--- src/rtl/credit_issue.sv ---
// Credit-gated descriptor issue: buffers request indices in a FIFO and forwards
// them downstream only while the credit pool is non-empty.
module credit_issue #(
  parameter int CREDITS = 4,
  parameter int DEPTH   = 8
) (
  input  logic       aclk,
  input  logic       areset,
  input  logic [7:0] in_tdata,
  input  logic       in_tvalid,
  output logic       in_tready,
  output logic [7:0] out_tdata,
  output logic       out_tvalid,
  input  logic       out_tready,
  input  logic       credit_ret,
  output logic [3:0] credit_cnt,
  output logic [6:0] fifo_cnt,
  output logic       credit_err
);

  localparam int DATA_W = 8;
  localparam int PTR_W  = $clog2(DEPTH);
  localparam logic [6:0] DEPTH_C   = 7'(DEPTH);
  localparam logic [3:0] CREDITS_C = 4'(CREDITS);

  logic [DATA_W-1:0] mem [DEPTH];
  logic [PTR_W-1:0]  wr_ptr;
  logic [PTR_W-1:0]  rd_ptr;
  logic              run;
  logic              push;
  logic              pop;

  // run holds in_tready low from reset assertion until the first edge after release
  assign in_tready  = run && (fifo_cnt < DEPTH_C);
  assign out_tvalid = (fifo_cnt != '0) && (credit_cnt != '0);
  assign out_tdata  = out_tvalid ? mem[rd_ptr] : '0;
  assign push       = in_tvalid && in_tready;
  assign pop        = out_tvalid && out_tready;

  always_ff @(posedge aclk) begin
    if (push) mem[wr_ptr] <= in_tdata;
  end

  always_ff @(posedge aclk or posedge areset) begin
    if (areset) begin
      run      <= 1'b0;
      wr_ptr   <= '0;
      rd_ptr   <= '0;
      fifo_cnt <= '0;
    end else begin
      run <= 1'b1;
      if (push) wr_ptr <= wr_ptr + 1'b1;
      if (pop)  rd_ptr <= rd_ptr + 1'b1;
      case ({push, pop})
        2'b10:   fifo_cnt <= fifo_cnt + 7'd1;
        2'b01:   fifo_cnt <= fifo_cnt - 7'd1;
        default: fifo_cnt <= fifo_cnt;
      endcase
    end
  end

  // A return into an already-full pool is dropped and latched as an error
  always_ff @(posedge aclk or posedge areset) begin
    if (areset) begin
      credit_cnt <= CREDITS_C;
      credit_err <= 1'b0;
    end else if (pop && !credit_ret) begin
      credit_cnt <= credit_cnt - 4'd1;
    end else if (!pop && credit_ret) begin
      if (credit_cnt == CREDITS_C) credit_err <= 1'b1;
      else                         credit_cnt <= credit_cnt + 4'd1;
    end
  end

endmodule

--- config.mk ---
export PLATFORM = sky130hd
export DESIGN_NAME = credit_issue
export DESIGN_NICKNAME = d
export VERILOG_FILES = /design/src/rtl/credit_issue.sv
export SDC_FILE = /design/constraint.sdc
export NUM_CORES = 1
export LEC_CHECK = 0
export ABC_AREA = 1
export CORE_ASPECT_RATIO = 0.5
export CORE_UTILIZATION = 52
export CTS_CLUSTER_DIAMETER = 60
export DETAILED_ROUTE_END_ITERATION = 10
export HOLD_SLACK_MARGIN = 0.06
export PLACE_DENSITY = 0.88
export SKIP_LAST_GASP = 1
export SLEW_MARGIN = 10
export SYNTH_ARGS = -nofsm -noshare
export SYNTH_HDL_FRONTEND = slang
export SYNTH_SLANG_ARGS = --single-unit
--- constraint.sdc ---
create_clock -name aclk -period 2 [get_ports aclk]
set_input_delay 0.2 -clock aclk [delete_from_list [all_inputs] [get_ports aclk]]
set_output_delay 0.2 -clock aclk [all_outputs]
set_load 0.05 [all_outputs]
==> results of run 1 <==
==> worst min-delay path: stages <==
cell and delay [ps]:
clkdlybuf4s50_1 390, inv_1 50, buf_4 270
==> sequential cells by signal, summed over array words and instances (netlist names) <==
register,flops
mem,64
wr_ptr,3
credit_cnt,4
credit_err,1
run,1
fifo_cnt,7
rd_ptr,3
==> how the worst min path moves through the flow <==
stage	depth (start not counted)	endpoint	slack, ps
final	3	fifo_cnt[1]	190
after global routing	3	fifo_cnt[1]	270
after CTS	3	fifo_cnt[1]	200
after detailed placement	1	credit_err	470
after global placement	1	credit_err	460
after floorplan	1	credit_err	150
==> metal layers <==
layer	track usage [%]	vias up	part of all wire, %
li1	-	1464	-
met1	32.5	1547	38
met2	46.6	152	52
met3	6.20	33	6.7
met4	10.2	0	2.9
met5	0	-	0
==> stage by stage <==
step                      setup TNS, ps  utilization, %
final                             -1360            80.4
after global routing              -2260            80.4
after CTS                          -424            75.1
after detailed placement           -742            69.3
after global placement             -198            69.3
after floorplan                  -16990               -
==> cell usage after synthesis, drive strengths merged <==
cell type and instances:
inv 28, conb 1, buf 9, nand3 32, dfrtp 18, or2 1, edfxtp 64, a21oi 21
a31o 2, nor2 45, o21ai 26, fa 1, xor2 5, dfstp 1, nand2 87, clkbuf 4
nand4 1, xnor2 4, clkinv 1, nor3 17, ha 9
==> what timing repair did <==
| action | CTS | global route |
|---|---|---|
| gates resized for setup | 25 | 72 |
| endpoints found under the hold margin | 0 | 0 |
| gates cloned | 0 | 3 |
| pin swaps | 9 | 28 |
| endpoints found under the setup margin | 16 | 27 |
| buffers inserted | 5 | 6 |
==> report_power, final <==
| group | switching [mW] | internal [mW] | total, mW |
|---|---|---|---|
| Sequential | 0.214 | 2.11 | 2.32 |
| Combinational | 3.72 | 2.57 | 6.28 |
| Clock | 0.696 | 0.852 | 1.55 |
==> cell families (layout without fill, tap and decap cells) <==
| logic type | count (synthesis) | after routing | share of synthesized area, % |
|---|---|---|---|
| and+or+nand+nor | 183 | 183 | 20.8 |
| other | 1 | 1 | 0.0978 |
| adders and majority gates | 10 | 10 | 3.46 |
| DFF | 83 | 83 | 62.5 |
| buffers and inverters | 42 | 140 | 4.44 |
| xor gates and xnor gates | 9 | 9 | 2.06 |
| AOI/OAI and AO/OA | 49 | 49 | 6.59 |
==> layout make-up <==
class                   count  area, sq um  area share (%)
clock buffers              10          229            4.12
well taps                  92          115            2.07
clock inverters             6         48.8           0.878
multi-input cells         252         1620            29.2
inverters                  29          120            2.16
repair buffers             95         1000            18.0
flip-flops and latches     83         2420            43.5
==> results.toml, run 1 <==
[detailed_routing]
drc = 0
post_drt_wl_per_cell_um = 19.4
via_per_inst = 5.64
firstDrtPassIters = 5
wl_um = 11000
ant_nets = 0
dr.first_iter.drc_count = 377
via_count = 3196

[synthesis]
yosysTopAreaCell = "edfxtp_1"
ys_ff_latch = 83
synth_fp_nets = 400
yosysTopAreaCellShare_pct = 50.1
synth-seq-area-share_pct = 62.5
synth.distinct_cells = 28
synth.area.top_cells = "edfxtp_1 (50%), dfrtp_1 (12%), nand2_1 (8.3%)"
yosysWarningCount = 0
syn_inst = 377
netlist_area_sq_mm = 0.00383
synth.avg_cell_area_sq_um = 10.2

[run_status]
violations = "negative setup slack"
status = "complete, but fails checks"

[clock_tree]
numClockSinks = 83
cts-root-buf = "clkbuf_16"
clk_latency_ps = 340
cts_hold_buffers = 0
h-tree-depth = 3
clock_path_buffers = 2
clk_pin_slew_worst_paths_ps = 60
numCtsBuffers = 9
cts_tree = "done"

[place]
portBuffers = 34
place_area_sq_mm = 0.00479
dpl.hpwl_um = 5720
place_inst = 538
pre_cts_ws_ps = -193
gp_congestion = 0.888

[critical_path]
crit_buf_inv = 3
startpoint = "credit_cnt[2]"
max_stage_delay_ps = 620
crit_family = "simple AND/OR/NAND/NOR gates"
end_kind = "flip-flop"
ff2ff_setup_slack_ps = -180
crit_chain = "inv_2 -> nand2_2 -> nand2_4 -> nor2_4 -> ha_4 -> nand2_2 -> nand2_2 -> inv_2 -> ha_4 -> a21oi_4 -> inv_2 -> nand2_2 -> nand3_2 -> nand3_2 -> o21ai_1"
crit_end = "fifo_cnt[4]"
crit_top_cell = "nand2_2"
slowest_stage = "dfstp_4"
worst_r2r_endpoint = "fifo_cnt[4]"
crit_path_max_fanout = 4
rr_startpoint = "credit_cnt[2]"
required_ps = 2210
worstPathArrival_ps = 2390
critPathLaunchType = "flip-flop"
reg2regPathDepth = 15
crit_type = "reg2reg"
crit_cells = 15

[final_layout]
fin_area_sq_mm = 0.00556
drive_above_1_share_pct = 36.4
final_common_cell = "nand2_1"
final_cell_mix = "nand2_1 (77), edfxtp_1 (64), buf_4 (46)"
fill_cells = 351
diodes = 0
syn_to_final_growth_pct = 44.9
fin_cells = 567
layout.nets = 493

[floorplan]
ioPinCount = 35
die_area_sq_mm = 0.00774
die_x_um = 123
core_area_sq_mm = 0.00691
initial_utilization_pct = 55.5
die_h_um = 62.7
rows = 21

[timing]
hold_slack_ps = 191
fin_crit_sh_pct = 109
maxSlewHeadroom_pct = 66.7
rsz0062_at_grt = "true"
min_period_ps = 2180
final-hold-violation-count = 0
maxSlewViolCount = 0
fin_ws_ps = -184
fin_skew_ps = 12.9
setup_viol = 13
worst_pin_slew_ps = 498
max_freq_ghz = 0.458

[grt]
grt_util_all_layers_pct = 26.8
grt_overflow = 0
grt_pass1_vias = 3113
grt_max_degree = 35
grt_pass1_wl_um = 15300
antenna_found_initial = 0

[power_and_ir_drop]
max-vdd-ir-drop_v = 0.00117
p_per_area_mw_per_mm2 = 1830
p_leak_nw = 2.21
p_total_mw = 10.2

[job]
maxCapViolCount = 0

[hold_path]
hold_class = "in2async"
No activity file was read; power rests on OpenSTA's default activity.
==> run 2, diff against run 1 <==
--- a/config.mk
+++ b/config.mk
@@ -6,7 +6,6 @@
 export NUM_CORES = 1
 export LEC_CHECK = 0
 export ABC_AREA = 1
-export CORE_ASPECT_RATIO = 0.5
 export CORE_UTILIZATION = 52
 export CTS_CLUSTER_DIAMETER = 60
 export DETAILED_ROUTE_END_ITERATION = 10
==> results.toml, run 2 (synthesis results as in run 1) <==
[critical_path]
critPathLaunchType = "flip-flop"
crit_chain = "inv_2 -> buf_6 -> buf_4 -> nand2_1 -> nand3_1 -> a21oi_2 -> nor3_4 -> buf_4 -> buf_12"
crit_buf_inv = 5
crit_type = "reg2out"
slowest_stage = "dfrtp_1"
crit_top_cell = "buf_4"
worstPathArrival_ps = 1950
required_ps = 1800
crit_family = "buffers and inverters"
crit_path_max_fanout = 4
max_stage_delay_ps = 460
end_kind = "output pin"

[final_layout]
layout.nets = 493
largest_reg_flops = 64
syn_to_final_growth_pct = 38.8
final_cell_mix = "nand2_1 (78), edfxtp_1 (64), buf_4 (52)"
final_common_cell = "nand2_1"
final_util_pct = 76.7
top_regs = "mem x64, fifo_cnt x7, credit_cnt x4"
top_register = "mem"
diodes = 0
drive_above_1_share_pct = 34.3

[run_status]
status = "complete, but fails checks"
violations = "negative setup slack"

[grt]
antenna_found_initial = 0
grt_pass1_wl_um = 14400
use_met1_pct = 30.1
grt_pass1_vias = 3031
grtUsageMet2_pct = 46.2
grt_overflow = 0
grt_use_met3_pct = 4.05
grt_busiest_layer = "met2"
grt_util_all_layers_pct = 26.2
grt_max_degree = 23

[power_and_ir_drop]
p_total_mw = 9.33
p_per_area_mw_per_mm2 = 1750
p_leak_nw = 2.13
max-vdd-ir-drop_v = 0.00122

[floorplan]
core_area_sq_mm = 0.00694
die_h_um = 87.9
ioPinCount = 35
rows = 30
die_x_um = 87.9
die_area_sq_mm = 0.00772
initial_utilization_pct = 55.2

[timing]
maxSlewHeadroom_pct = 66.3
max_freq_ghz = 0.465
rsz0062_at_grt = "true"
fin_ws_ps = -150
final-hold-violation-count = 0
worst_pin_slew_ps = 504
fin_skew_ps = 18.7
min_period_ps = 2150
setup_viol = 14
hold_slack_ps = 171
setup_tns_ps = -826
fin_crit_sh_pct = 108
maxSlewViolCount = 0

[detailed_routing]
drc = 0
via_per_inst = 5.65
dr.first_iter.drc_count = 300
ant_nets = 0
post_drt_wl_per_cell_um = 18.2
via_count = 3224
wl_um = 10400
firstDrtPassIters = 5

[clock_tree]
numClockSinks = 83
cts_tree = "done"
h-tree-depth = 3
numCtsBuffers = 9
clk_latency_ps = 360
cts-root-buf = "clkbuf_8"
clock_path_buffers = 2
clk_pin_slew_worst_paths_ps = 90

[place]
portBuffers = 34
dpl.hpwl_um = 5860
gp_congestion = 0.878

[job]
maxCapViolCount = 0

[hold_path]
hold_class = "in2async"
run 2: cell count changes in the layout (fill, tap and decap cells not counted), sizes merged:
cell      before  now
buf           69   72
clkbuf        13    9
clkinv         2    1
clkinvlp       4    3
inv           29   32
run 2: per-stage QoR:
stage / worst slack, ps / instances / area, sq um
floorplan: -372 / 377 / 3970
global placement: -71.0 / 539 / 4770
detailed placement: -158 / 539 / 4770
CTS: -77.1 / 563 / 5160
global route: -198 / 571 / 5320
finish: -150 / 571 / 5320
run 2: cell type report:
type	instances	area, sq um
timing repair buffer	95	936
tap	96	120
fill	395	1620
sequential	83	2410
inverter	29	115
clock buffer	9	124
clock inverter	7	66.3
multi-input combinational	252	1550
run 2: tightest hold or removal path, delay by kind of cell:
| kind | cells | cell delay (ps) |
|---|---|---|
| buffers and inverters | 3 | 710 |
run 2: metal layers:
layer  share of wire, %  up-vias  wire, um
li1                   -     1467         -
met1                 38     1541      3940
met2                 51      169      5320
met3                6.8       47       704
met4                4.2        0       441
met5                  0        -         0
run 2: timing repair:
action,in CTS,in global routing
pin swaps,13,23
setup endpoints to repair,16,41
buffers inserted,7,7
cloned,1,1
gates resized for setup,34,43
hold buffers,0,0
run 2: final timing paths:
check                                 to     startpoint  slack, ps  cells past startpoint
max reg2reg                  fifo_cnt[2]  credit_cnt[2]       -120                     13
max in group asynchronous  credit_cnt[2]         areset       1550                      3
min in group aclk             credit_err     credit_err        510                      1
max                         out_tdata[7]      rd_ptr[0]       -150                      9
min                           credit_err         areset        170                      3
min reg2reg                   credit_err     credit_err        510                      1
run 2: power breakdown:
part / internal (mW) / switching (mW) / leakage (nW)
sequential: 2.10 / 0.209 / 0.786
clock: 0.486 / 0.697 / 0.0922
combinational: 2.35 / 3.49 / 1.26
total: 4.94 / 4.40 / 2.13
